## src/rtl/acumulador_bcd.sv

```systemverilog
// Digit-serial BCD adder/subtractor, one digit per clock, LSD first.
// Define SUBTRACAO_BCD_EN to build ten's-complement subtraction.
module acumulador_bcd #(
  parameter int DIGITOS = 4
) (
  input  logic                 clk,
  input  logic                 rst,
  input  logic                 start,
  input  logic                 sub,
  input  logic [4*DIGITOS-1:0] a,
  input  logic [4*DIGITOS-1:0] b,
  output logic [4*DIGITOS-1:0] s,
  output logic                 cout,
  output logic                 erro,
  output logic                 busy,
  output logic                 done
);

  localparam int W = 4 * DIGITOS;

  typedef enum logic [1:0] {
    OCIOSO,
    CALC,
    FIM
  } estado_t;

  estado_t        st_q, st_d;
  logic [W-1:0]   a_q, a_d;
  logic [W-1:0]   b_q, b_d;
  logic [W-1:0]   acc_q, acc_d;
  logic [W-1:0]   s_q, s_d;
  logic           c_q, c_d;
  logic [3:0]     idx_q, idx_d;
  logic           cout_q, cout_d;
  logic           erro_q, erro_d;
  logic           busy_q, done_q;
  logic           sub_in;
  logic           invalido;
  logic [3:0]     ad, bd, bp, dig;
  logic [4:0]     z;
  logic           cnext;

`ifdef SUBTRACAO_BCD_EN
  logic sub_q, sub_d;
  assign sub_in = sub;
`else
  logic unused_sub;
  assign unused_sub = sub;
  assign sub_in     = 1'b0;
`endif

  always_comb begin
    invalido = 1'b0;
    for (int i = 0; i < DIGITOS; i++) begin
      if (a[4*i +: 4] > 4'd9 || b[4*i +: 4] > 4'd9)
        invalido = 1'b1;
    end
  end

  // Per-digit rule: binary sum, then +6 when above nine.
  always_comb begin
    ad = a_q[4*idx_q +: 4];
    bd = b_q[4*idx_q +: 4];
`ifdef SUBTRACAO_BCD_EN
    bp = sub_q ? (4'd9 - bd) : bd;
`else
    bp = bd;
`endif
    z = {1'b0, ad} + {1'b0, bp} + {4'd0, c_q};
    if (z > 5'd9) begin
      dig   = z[3:0] + 4'd6;
      cnext = 1'b1;
    end else begin
      dig   = z[3:0];
      cnext = 1'b0;
    end
  end

  always_comb begin
    st_d   = st_q;
    a_d    = a_q;
    b_d    = b_q;
    acc_d  = acc_q;
    s_d    = s_q;
    c_d    = c_q;
    idx_d  = idx_q;
    cout_d = cout_q;
    erro_d = erro_q;
`ifdef SUBTRACAO_BCD_EN
    sub_d  = sub_q;
`endif
    unique case (st_q)
      OCIOSO: begin
        if (start) begin
          a_d = a;
          b_d = b;
`ifdef SUBTRACAO_BCD_EN
          sub_d = sub_in;
`endif
          if (invalido) begin
            st_d   = FIM;
            erro_d = 1'b1;
            s_d    = '0;
            cout_d = 1'b0;
          end else begin
            st_d  = CALC;
            idx_d = 4'd0;
            acc_d = '0;
            c_d   = sub_in;
          end
        end
      end
      CALC: begin
        acc_d[4*idx_q +: 4] = dig;
        c_d   = cnext;
        idx_d = idx_q + 4'd1;
        if (idx_q == 4'(DIGITOS - 1)) begin
          st_d   = FIM;
          s_d    = acc_d;
          cout_d = cnext;
          erro_d = 1'b0;
        end
      end
      FIM:     st_d = OCIOSO;
      default: st_d = OCIOSO;
    endcase
  end

  // busy/done are registered off the state, so they trail it by a cycle.
  always_ff @(posedge clk or posedge rst) begin
    if (rst) begin
      st_q   <= OCIOSO;
      a_q    <= '0;
      b_q    <= '0;
      acc_q  <= '0;
      s_q    <= '0;
      c_q    <= 1'b0;
      idx_q  <= 4'd0;
      cout_q <= 1'b0;
      erro_q <= 1'b0;
      busy_q <= 1'b0;
      done_q <= 1'b0;
`ifdef SUBTRACAO_BCD_EN
      sub_q  <= 1'b0;
`endif
    end else begin
      st_q   <= st_d;
      a_q    <= a_d;
      b_q    <= b_d;
      acc_q  <= acc_d;
      s_q    <= s_d;
      c_q    <= c_d;
      idx_q  <= idx_d;
      cout_q <= cout_d;
      erro_q <= erro_d;
      busy_q <= (st_q == CALC);
      done_q <= (st_q == FIM);
`ifdef SUBTRACAO_BCD_EN
      sub_q  <= sub_d;
`endif
    end
  end

  assign s    = s_q;
  assign cout = cout_q;
  assign erro = erro_q;
  assign busy = busy_q;
  assign done = done_q;

endmodule

```

## config.mk

```make
export PLATFORM = sky130hd
export DESIGN_NAME = acumulador_bcd
export DESIGN_NICKNAME = d
export VERILOG_FILES = /design/src/rtl/acumulador_bcd.sv
export SDC_FILE = /design/constraint.sdc
export NUM_CORES = 1
export LEC_CHECK = 0
export BUFFER_PORTS_ARGS = -buffer_cell sky130_fd_sc_hd__buf_2
export CELL_PAD_IN_SITES_DETAIL_PLACEMENT = 1
export CELL_PAD_IN_SITES_GLOBAL_PLACEMENT = 1
export CORE_AREA = 2 2 89 113
export CTS_CLUSTER_SIZE = 25
export DETAILED_ROUTE_END_ITERATION = 10
export DIE_AREA = 0 0 91 115
export PLACE_DENSITY_LB_ADDON = 0.1
export SLEW_MARGIN = 10
export SYNTH_ARGS = -nofsm -noshare
export SYNTH_HDL_FRONTEND = slang
export SYNTH_SLANG_ARGS = --single-unit
```

## constraint.sdc

```tcl
create_clock -name clk -period 10.3 [get_ports clk]
set_clock_uncertainty 0.15 [all_clocks]
set_input_delay 1.03 -clock clk [delete_from_list [all_inputs] [get_ports clk]]
set_output_delay 1.03 -clock clk [all_outputs]
set_load 0.01 [all_outputs]
```

* Yosys cells after proc, flatten, opt, wreduce, memory -nomap -nowiden
Cells that the tools add are included.
** Cells by class
- Add/subtract/negate cells :: 5
- $lt $le $gt $ge :: 9
- Equal/unequal tests :: 7
- Shift-type cells :: 4
- Muxes and demuxes :: 32
- Reduce and logical (&&, ||, !) cells :: 10
** Operator list (count)
- $mux 16 :: 5
- $pmux 16 s2 :: 2
- $neg 6->34 :: 1
- $shift 4x34->16 const A :: 1
- $shiftx 4x34->16 :: 1
- $gt 4x4->1 const B :: 8
- $shiftx 16x7->4 :: 2
- $bwmux 16 :: 1
- $mux 1 :: 13
- $mux 4 :: 3
- $ne 2x2->1 const B :: 4
- $pmux 4 s2 :: 1
- $mux 2 :: 3
- $pmux 1 s2 :: 3
- $add 4x4->5 :: 1
- $add 5x1->5 :: 1
- $gt 5x4->1 const B :: 1
- $add 4x1->4 const B :: 1
- $add 4x3->4 const B :: 1
- $eq 4x2->1 const B :: 1
- $logic_or 1x1->1 :: 4
- $pmux 2 s2 :: 1
- $reduce_and 2->1 :: 2
- $reduce_and 4->1 :: 1
- other kinds (5) :: 5
** Storage, ports and cells
- Register bits after elaboration :: 75
- Input port bits :: 36
- Logic and storage cells :: 78

* Depth between registers and ports, before layout
Gate-level depths: netlist (run 1).
- Word-level depth :: 9
- Mapped depth :: 14
- Depth with buffers taken out :: 12

* Worst setup path after synthesis (run 1)
No wires, ideal clock.
- Kind :: flip-flop to flip-flop
- Start :: reg idx_q[0]
- End :: reg s_q[5], in the netlist s[5]
- Data arrival time :: 3.736 ns
- Setup slack :: 6.331 ns
- Cell stages (with the launch flop) :: 13
- Path buffers :: 1
- Period minus slack after synthesis :: 3.969 ns
- Cell sequence :: dfrtp_1 buf_1 mux4_2 and2_1 fa_1 inv_1 fa_1 ha_1 a21boi_0 a31o_2 o31ai_4 a21oi_1 o21ai_0
** On the way
- Word-level cells in the longest chain between the ends :: 9
** RTL lines
- start: declaration :: line 33 : logic [3:0] idx_q, idx_d;
- start signal: assignment :: line 153 : idx_q <= idx_d;
- $shiftx 16x7->4, on equally long branches :: line 62, 63
- $add 4x4->5 :: line 69 : z = {1'b0, ad} + {1'b0, bp} + {4'd0, c_q};
- $add 5x1->5 :: line 69
- $add 4x3->4 or $gt 5x4->1 (tied branches) :: line 71, 70
- $mux 4 :: line 70 : if (z > 5'd9) begin
- $shiftx 4x34->16 :: line 114 : acc_d[4*idx_q +: 4] = dig;
- $bwmux 16 :: line 114
- $mux 16 :: line 117 : if (idx_q == 4'(DIGITOS - 1)) begin
- $pmux 16 s2 :: line 92 : unique case (st_q)
- end signal: assignment :: line 136 : s_q <= '0;
- end signal: assignment :: line 151 : s_q <= s_d;
- end: declaration :: line 31 : logic [W-1:0] s_q, s_d;
Parallel ways exist; a longest one is shown, timed or not. The select of a mux whose other input is x is not followed.
A chain may end at the register's enable or synchronous reset.

* Final worst setup path (run 1)
Ends and elaborated chain as after synthesis.

==> results of run 1 <==
-- worst max path at each step --
stage,endpoint,startpoint,depth (start not counted),slack [ns]
after global placement,s[5]$_DFFE_PP0P_,idx_q[0]$_DFFE_PP0P_,12,5.75
final,s[5]$_DFFE_PP0P_,idx_q[0]$_DFFE_PP0P_,12,5.70
after floorplan,s[5]$_DFFE_PP0P_,idx_q[0]$_DFFE_PP0P_,12,6.33
after CTS,s[5]$_DFFE_PP0P_,idx_q[0]$_DFFE_PP0P_,12,5.61
after global routing,s[5]$_DFFE_PP0P_,idx_q[0]$_DFFE_PP0P_,12,5.30
after detailed placement,s[5]$_DFFE_PP0P_,idx_q[0]$_DFFE_PP0P_,12,5.62
-- kinds of logic after synthesis --
group	count (synthesis)
and+or+nand+nor	59
xor gates and xnor gates	2
muxes	48
DFF	75
AOI/OAI and AO/OA	88
buffers and inverters	28
adders and majority gates	10
-- layout make-up --
cell class | count | area [um2] | area share (%)
inverter | 14 | 52.6 | 1.18
timing repair buffer | 56 | 285 | 6.43
multi-input combinational | 207 | 1770 | 39.9
sequential | 75 | 1880 | 42.3
clock inverter | 6 | 55.1 | 1.24
clock buffer | 10 | 239 | 5.39
tap | 126 | 158 | 3.55
-- sequential cells by signal, indices dropped and copies added, names as in the netlist --
register / count
a_q: 16
acc_q: 16
b_q: 16
s: 16
idx_q: 4
st_q: 2
busy: 1
c_q: 1
cout: 1
done: 1
erro: 1
-- power breakdown --
part           internal (W)  total, W  switching (W)
clock network      0.000192  0.000309       0.000117
registers          0.000351  0.000413      0.0000619
logic              0.000183  0.000421       0.000239
-- stage by stage --
stage          hold WS, ns  power, W  utilization, %  area (um2)
2_1_floorplan        0.287  0.000727               -        3760
3_3_place_gp         0.307  0.000829            44.0        4140
3_5_place_dp         0.316  0.000846            44.0        4140
4_1_cts              0.328   0.00116            47.1        4440
5_1_grt              0.334   0.00123            47.1        4440
6_report             0.325   0.00114            47.1        4440
-- metal layers --
layer	global-route usage, %	vias up
met2	32.0	53
met3	3.80	14
li1	-	1279
met1	22.5	1361
met4	7.68	0
met5	0	-
-- synth_stat cells, types with 3 or more instances --
cell type | count | area (um2)
nor2_1 | 11 | 41.3
a21o_1 | 4 | 30.0
o2bb2ai_1 | 18 | 158
mux4_2 | 6 | 135
nand2b_1 | 4 | 25.0
a211oi_1 | 5 | 37.5
dfrtp_1 | 75 | 1880
and2_1 | 8 | 50.1
inv_1 | 12 | 45.0
ha_1 | 8 | 100
a21oi_1 | 4 | 20.0
nand3_1 | 9 | 45.0
clkbuf_1 | 8 | 30.0
nand4_1 | 3 | 18.8
nand2_1 | 9 | 33.8
buf_1 | 3 | 11.3
a32oi_1 | 6 | 52.6
a31o_2 | 3 | 26.3
mux2_2 | 36 | 405
o21ai_0 | 25 | 125
mux2i_1 | 6 | 60.1
==> results_dict.tcl, run 1 <==
set metrics [dict create \
    ant_nets 0 \
    grt_antenna_before_repair 0 \
    relSlewSlack_pct 36.4 \
    synth_top_family_by_area "compound AO/OA/AOI/OAI gates" \
    area_growth_syn_to_layout_pct 18.0 \
    netlist_area_um2 3760 \
    layout_common_cells "dfrtp_1, buf_2, mux2_2" \
    worstSetupPathType "flop to flop" \
    finish.net_count 409 \
    cts.sinks 75 \
    drt_iter0_drc 67 \
    crit_top_cell "fa_1" \
    drv_slew 0 \
    start_util_pct 39.9 \
    cts_buffers 9 \
    clk_latency_ns 0.33 \
    peakVddDrop_mv 0.106 \
    setup_viol 0 \
    place_congestion 0.764 \
    wl_met2_um 4470 \
    period_share_pct 44.6 \
    final_common_cell "dfrtp_1" \
    cp_max_fo 14 \
    synth_edf_count 0 \
    setup_tns_ns 0 \
    die_area_um2 10500 \
    h-tree-depth 3 \
    drive_above_1_share_pct 35.6 \
    rsz0062_at_grt "no" \
    p_leak_nw 1.98 \
    clk_pin_slew_ns 0.06 \
    synth.area.mux_share_pct 16.0 \
    cts_hold_buf 0 \
    die_w_um 91 \
    hold_violations 0 \
    synthDistinctLibCells 57 \
    synth-seq-cells 75 \
    critPathLaunchType "flop" \
    crit_family "compound AO/OA/AOI/OAI gates" \
    yosys_warnings 0 \
    overflow 0 \
    synth_area_per_cell_um2 12.1 \
    grt_pass1_wl_um 15000 \
    r2r_slack_ns 5.70 \
    ys_seq_area_share_pct 50.0 \
    synth_xor_area_share_pct 0.466 \
    design.core.area_um2 9410 \
    wirelength_met1_um 3740 \
    cts_root_buf "clkbuf_16" \
    syn_inst 310 \
    outcome "finished clean" \
    io_buffers 54 \
    synth_compound_area_share_pct 17.4 \
    drv_cap 0 \
    dpl.cell_count 478 \
    nFillCells 1066 \
    cts_resized 0 \
    hold_path.class "flop to flop" \
    diodes 0 \
    dr.pass1.iters 4 \
    r2r-end "s[5]$_DFFE_PP0P_" \
    cts_tree "built" \
    dp_hpwl_um 6330 \
    rows 40 \
    clock_path_buffers 2 \
    synthAdderAreaFrac_pct 3.73 \
    dpl_worst_slack_ns 5.62 \
    io_pins 56 \
    synth_ff_type "dfrtp_1" \
    drcViolationCount 0 \
    dr_wl_met3_um 288 \
    endpoint_kind "flop" \
    min_to "s[0]$_DFFE_PP0P_" \
    wl_um 8700 \
    async_flop_share_pct 100 \
    fin_ws_ns 5.70 \
    r2r-start "idx_q[0]$_DFFE_PP0P_" \
    highest_layer "met4" \
    rr_worst_depth 12 \
    post_cts_buffers 0 \
    worstPathArrival_ns 4.62 \
    crit_path_top_delay_cell "dfrtp_1" \
    vias_per_cell 5.48 \
    path_buf_inv 1 \
    routedWlPerCell_um 17.6 \
    critPathRequiredTime_ns 10.32 \
    period_minus_slack_ns 4.60 \
    die_y_um 115 \
    grt_max_degree 76 \
    grt_pass1_vias 2973 \
    syn_nets 356 \
    worst_pin_slew_ns 0.955 \
    gr-usage-all-layers_pct 18.4 \
    slowest_delay_ns 0.77 \
    fmaxAchievable_mhz 217 \
    vias 2707 \
    powerDensity_nw_per_um2 258 \
    synthSimpleGateAreaFrac_pct 9.49 \
    path_cells "mux4_2, and2_1, fa_1, inv_1, fa_1, xor2_1, ha_1, a21boi_0, a31o_2, o31ai_4, a21oi_1, o21ai_0" \
    hold_depth 1 \
    hold_start "s[0]$_DFFE_PP0P_" \
    final_cells 494 \
]
Power figures use the tool's default switching activity.
==> run 2: changes to the inputs <==
--- a/config.mk
+++ b/config.mk
@@ -5,13 +5,14 @@
 export SDC_FILE = /design/constraint.sdc
 export NUM_CORES = 1
 export LEC_CHECK = 0
+export ABC_AREA = 1
 export BUFFER_PORTS_ARGS = -buffer_cell sky130_fd_sc_hd__buf_2
 export CELL_PAD_IN_SITES_DETAIL_PLACEMENT = 1
 export CELL_PAD_IN_SITES_GLOBAL_PLACEMENT = 1
-export CORE_AREA = 2 2 89 113
+export CORE_AREA = 2 2 95 120
 export CTS_CLUSTER_SIZE = 25
 export DETAILED_ROUTE_END_ITERATION = 10
-export DIE_AREA = 0 0 91 115
+export DIE_AREA = 0 0 97 122
 export PLACE_DENSITY_LB_ADDON = 0.1
 export SLEW_MARGIN = 10
 export SYNTH_ARGS = -nofsm -noshare
==> constraint.sdc (replaced) <==
create_clock -name clk -period 4.2 [get_ports clk]
set_clock_uncertainty 0.15 [all_clocks]
set_input_delay 0.42 -clock clk [delete_from_list [all_inputs] [get_ports clk]]
set_output_delay 0.42 -clock clk [all_outputs]
set_load 0.01 [all_outputs]
==> run 2 against run 1 <==
Compared with the run above:
- clock-buffer cell count down 1
- register-to-register slack worse by 5.1 ns
- clock power rose to 2.6 times the previous value
- flip-flop and latch count unchanged
- cell area up 4.5%
- critical endpoint is now acc_q[7]$_DFFE_PP0P_
==> results_dict.tcl, run 2 <==
set metrics [dict create \
    outcome "finished clean" \
    clk_pin_slew_ns 0.06 \
    synthDistinctLibCells 32 \
    slowest_delay_ns 0.80 \
    dp_hpwl_um 7350 \
    period_share_pct 86.4 \
    io_buffers 54 \
    crit_top_cell "nand2_1" \
    nFillCells 1342 \
    use_met2_pct 35.9 \
    dr.pass1.iters 4 \
    io_pins 56 \
    r2r_slack_ns 0.57 \
    r2r-end "acc_q[7]$_DFFE_PP0P_" \
    design.core.area_um2 10800 \
    cts_tree "built" \
    die_area_um2 11800 \
    powerDensity_nw_per_um2 873 \
    synth_top_area_share_pct 47.2 \
    rows 43 \
    drt_iter0_drc 84 \
    drv_cap 0 \
    clock_path_buffers 2 \
    yosys-top-cells-area "dfrtp_1, nand2_1, nand3_1" \
    holdWs_ns 0.128 \
    die_w_um 97 \
    routedWlPerCell_um 14.6 \
    relSlewSlack_pct 45.6 \
    critPathLaunchType "flop" \
    peakVddDrop_mv 0.403 \
    h-tree-depth 3 \
    period_minus_slack_ns 3.63 \
    diodes 0 \
    die_y_um 122 \
    grt_pass1_vias 3656 \
    worstSetupPathType "flop to flop" \
    crit_family "adder cells" \
    rsz0062_at_grt "no" \
    setup_viol 0 \
    cts_root_buf "clkbuf_16" \
    grt_antenna_before_repair 0 \
    hold_violations 0 \
    start_util_pct 36.8 \
    yosys_warnings 0 \
    grt_pass1_wl_um 17500 \
    drcViolationCount 0 \
    critPathRequiredTime_ns 4.28 \
    endpoint_kind "flop" \
    crit_path_top_delay_cell "dfrtp_1" \
    synth_ff_type "dfrtp_1" \
    synth_area_per_cell_um2 7.75 \
    p_leak_nw 2.44 \
    syn_inst 513 \
    cts_buffers 9 \
    use_met1_pct 20.7 \
    drive_above_1_share_pct 18.5 \
    vias_per_cell 4.90 \
    drv_slew 0 \
    ys_seq_area_share_pct 47.2 \
    final_common_cell "nand2_1" \
    setup_tns_ns 0 \
    clk_latency_ns 0.34 \
    netlist_area_um2 3980 \
    synth-seq-cells 75 \
    r2r-start "idx_q[1]$_DFFE_PP0P_" \
    worstPathArrival_ns 3.71 \
    worst_pin_slew_ns 0.814 \
    synth_edf_count 0 \
    grt_max_degree 58 \
    async_flop_share_pct 100 \
    layout_common_cells "nand2_1, dfrtp_1, buf_2" \
    hold_path.class "input pin to flop" \
    gr-max-usage-layer "met2" \
    vias 3438 \
    place_congestion 0.755 \
    finish.net_count 608 \
    cts.sinks 75 \
    synth.most_common_cell "nand2_1" \
    grt.met3_usage_pct 3.44 \
    path_buf_inv 2 \
    fmaxAchievable_mhz 275 \
    area_growth_syn_to_layout_pct 16.6 \
    syn_nets 559 \
    overflow 0 \
    rr_worst_depth 17 \
    min_to "b_q[0]$_DFFE_PP0P_" \
    post_cts_buffers 0 \
    synth_top_area_cell "dfrtp_1" \
    hold_depth 3 \
    cp_max_fo 18 \
    ant_nets 0 \
    yosys-top-cells-count "nand2_1, dfrtp_1, inv_1" \
    gr-usage-all-layers_pct 18.6 \
    path_cells "a21oi_1, o21ai_0, a21oi_1, fa_1, inv_1, fa_1, ha_1, inv_1, a21oi_1, a21oi_2, nand2_2, nand2_2, nand2_1, nand3_1, nand2_1, nand2_1, nand2_1" \
    wl_um 10200 \
    hold_start "b[0]" \
]
[run 2: power breakdown]
group | internal, W | switching, W
combinational | 0.000730 | 0.00148
sequential | 0.000925 | 0.000123
clock | 0.000463 | 0.000328
[run 2: cell type report]
cell class	count	area, um2	area share (%)
repair buffers	59	310	6.70
multi-input cells	368	1770	38.3
clock inverters	7	78.8	1.70
inverters	49	199	4.29
clock buffers	9	225	4.86
well taps	135	169	3.64
flip-flops and latches	75	1880	40.5
[run 2: logic make-up after synthesis]
family          Yosys count  share of synthesized area (%)
simple gates            276                           29.2
compound gates           80                           11.2
flops                    75                           47.2
buf+inv                  70                           8.21
fa+ha+maj                10                           3.53
xor+xnor                  2                          0.630
[run 2: per-stage QoR]
stage | total power (W) | setup WS (ns) | util (%) | instance area, um2 | cells
final | 0.00404 | 0.570 | 42.9 | 4630 | 702
after global routing | 0.00451 | 0.166 | 42.9 | 4630 | 702
after CTS | 0.00411 | 0.358 | 42.8 | 4630 | 702
after detailed placement | 0.00329 | 0.382 | 39.9 | 4320 | 685
after global placement | 0.00321 | 0.484 | 39.9 | 4320 | 685
after floorplan | 0.00278 | 1.03 | - | 3980 | 513
[run 2: metal layers]
metal	share of wire (%)	up-vias
li1	-	1723
met1	42	1665
met2	54	38
met3	2.3	12
met4	1.0	0
met5	0	-
[run 2: what timing repair did]
| item | in CTS | in global routing |
|---|---|---|
| resized for setup | 0 | 1 |
| endpoints found under the setup margin | 0 | 6 |
| hold endpoints to repair | 18 | 0 |
| hold buffers | 1 | 0 |
[run 2: tightest hold or removal path, cell delays in order]
cell and delay (ns):
buf_2 0.08, nand2_1 0.04, nand2_1 0.05
[run 2: worst max path at each step]
stage / from / to / slack, ns / cells past startpoint
after CTS: idx_q[0]$_DFFE_PP0P_ / s[9]$_DFFE_PP0P_ / 0.36 / 20
after floorplan: idx_q[0]$_DFFE_PP0P_ / s[15]$_DFFE_PP0P_ / 1.03 / 19
after detailed placement: idx_q[0]$_DFFE_PP0P_ / s[9]$_DFFE_PP0P_ / 0.38 / 20
final: idx_q[1]$_DFFE_PP0P_ / acc_q[7]$_DFFE_PP0P_ / 0.57 / 17
after global placement: idx_q[0]$_DFFE_PP0P_ / s[9]$_DFFE_PP0P_ / 0.48 / 17
after global routing: idx_q[1]$_DFFE_PP0P_ / s[14]$_DFFE_PP0P_ / 0.17 / 20
==> run 3: changes to the inputs <==
--- a/config.mk
+++ b/config.mk
@@ -6,13 +6,15 @@
 export NUM_CORES = 1
 export LEC_CHECK = 0
 export ABC_AREA = 1
-export BUFFER_PORTS_ARGS = -buffer_cell sky130_fd_sc_hd__buf_2
 export CELL_PAD_IN_SITES_DETAIL_PLACEMENT = 1
 export CELL_PAD_IN_SITES_GLOBAL_PLACEMENT = 1
-export CORE_AREA = 2 2 95 120
+export CORE_AREA = 2 2 92 116
+export CTS_BUF_LIST = sky130_fd_sc_hd__clkbuf_4 sky130_fd_sc_hd__clkbuf_8 sky130_fd_sc_hd__clkbuf_16
 export CTS_CLUSTER_SIZE = 25
 export DETAILED_ROUTE_END_ITERATION = 10
-export DIE_AREA = 0 0 97 122
+export DIE_AREA = 0 0 94 118
+export DONT_BUFFER_PORTS = 1
+export GPL_ROUTABILITY_DRIVEN = 0
 export PLACE_DENSITY_LB_ADDON = 0.1
 export SLEW_MARGIN = 10
 export SYNTH_ARGS = -nofsm -noshare
==> run 3 against run 2 <==
Compared with the run above:
- fmax increased by 1.6%
- routed wire length shrank 4.1%
- largest cell class unchanged
- utilization is 0.67 points higher
- via count shrank 4.1%
- combinational power hardly changed
- largest power group unchanged
- hold slack got worse by 0.078 ns
- cell count down 8.1%
- global-route usage increased by 0.68 points
- clock power is 8.3% lower
- total power shrank 1.5%
- highest routed layer unchanged
- first-iteration DRC count shrank 33%
==> results_dict.tcl, run 3 (synthesis gave the netlist of run 2 again) <==
set metrics [dict create \
    outcome "finished clean" \
    drt_iter0_drc 56 \
    grt_pass1_vias 3553 \
    rsz0062_at_grt "no" \
    drv_slew 0 \
    io_buffers 0 \
    dp_hpwl_um 7230 \
    critPathLaunchType "flop" \
    diodes 0 \
    area_growth_syn_to_layout_pct 9.54 \
    drcViolationCount 0 \
    worstSetupPathType "flop to flop" \
    post_cts_buffers 0 \
    endpoint_kind "flop" \
    grt_pass1_wl_um 16800 \
    grt_max_degree 41 \
    vias_per_cell 5.11 \
    grt_antenna_before_repair 0 \
    dr.pass1.iters 4 \
    vias 3298 \
    period_minus_slack_ns 3.57 \
    cts_resized 0 \
    p_leak_nw 2.21 \
    hold_violations 0 \
    clk_latency_ns 0.34 \
    start_util_pct 39.7 \
    critPathRequiredTime_ns 4.27 \
    cts.sinks 75 \
    period_share_pct 85.1 \
    drive_above_1_share_pct 10.3 \
    die_w_um 94 \
    worst_pin_slew_ns 0.762 \
    powerDensity_nw_per_um2 915 \
    cts_root_buf "clkbuf_16" \
    routedWlPerCell_um 15.2 \
    cts_tree "built" \
    overflow 0 \
    rows 41 \
    relSlewSlack_pct 49.2 \
    setup_viol 0 \
    gr-usage-all-layers_pct 19.3 \
    die_area_um2 11100 \
    die_y_um 118 \
    holdWs_ns 0.0502 \
    h-tree-depth 3 \
    cp_max_fo 15 \
    fmaxAchievable_mhz 280 \
    io_pins 56 \
    drv_cap 0 \
    nFillCells 1236 \
    ant_nets 0 \
    wl_um 9810 \
    clock_path_buffers 2 \
    layout_common_cells "nand2_1, dfrtp_1, inv_1" \
    worstPathArrival_ns 3.65 \
    cts_buffers 9 \
    clk_pin_slew_ns 0.06 \
    peakVddDrop_mv 0.341 \
    cts_hold_buf 1 \
    finish.net_count 557 \
    design.core.area_um2 10000 \
    hold_path.class "input pin to flop" \
    final_common_cell "nand2_1" \
    setup_tns_ns 0 \
]
## run 3: stage by stage
stage	power [W]	utilization (%)	setup slack, ns	cells	instance area (um2)
CTS	0.00404	43.5	0.583	645	4350
global placement	0.00320	40.6	0.705	628	4060
detailed placement	0.00329	40.6	0.627	628	4060
finish	0.00398	43.5	0.625	645	4350
global route	0.00443	43.5	0.217	645	4350
floorplan	0.00278	-	1.03	513	3980
## run 3: path summary, 6_finish.rpt
path / from / end / slack (ns) / depth (start not counted)
worst max register to register: idx_q[1]$_DFFE_PP0P_ / s[6]$_DFFE_PP0P_ / 0.63 / 17
worst max-delay path: idx_q[1]$_DFFE_PP0P_ / s[6]$_DFFE_PP0P_ / 0.63 / 17
worst min-delay path: b[8] / b_q[8]$_DFFE_PP0P_ / 0.05 / 2
max in group asynchronous: rst / acc_q[9]$_DFFE_PP0P_ / 2.38 / 3
min in group asynchronous: rst / a_q[4]$_DFFE_PP0P_ / 0.52 / 2
worst min register to register: b_q[0]$_DFFE_PP0P_ / b_q[0]$_DFFE_PP0P_ / 0.32 / 2
## run 3: area by class of cell
cell class | count | area (um2) | share of cell area (%)
clock inverters | 6 | 41.3 | 0.948
inverters | 49 | 199 | 4.57
clock buffers | 10 | 239 | 5.49
repair buffers | 8 | 62.6 | 1.44
well taps | 129 | 161 | 3.71
multi-input cells | 368 | 1770 | 40.7
flip-flops and latches | 75 | 1880 | 43.1
## run 3: per-layer routing
metal  global-route usage (%)  up-vias  share of wire, %
li1                         -     1618                 -
met1                     22.9     1613                42
met2                     33.5       49                52
met3                     4.23       18               2.9
met4                     7.16        0               2.6
met5                        0        -                 0
## run 3: worst max-delay path, cell delays in order (launching register included)
cell	delay, ns
dfrtp_1	0.76
a21oi_1	0.08
o21ai_0	0.13
a21oi_1	0.12
fa_1	0.45
inv_1	0.09
fa_1	0.50
ha_1	0.24
inv_1	0.08
a21oi_1	0.05
a21oi_2	0.12
nand2_2	0.10
nand2_2	0.13
nand2_1	0.08
nand3_1	0.13
nand2_1	0.10
nand3_1	0.09
nand2_1	0.06
## run 3: power by group
| group | internal, W | total (W) | switching (W) |
|---|---|---|---|
| Sequential | 0.000925 | 0.00104 | 0.000119 |
| Clock | 0.000415 | 0.000725 | 0.000311 |
| Combinational | 0.000722 | 0.00221 | 0.00149 |
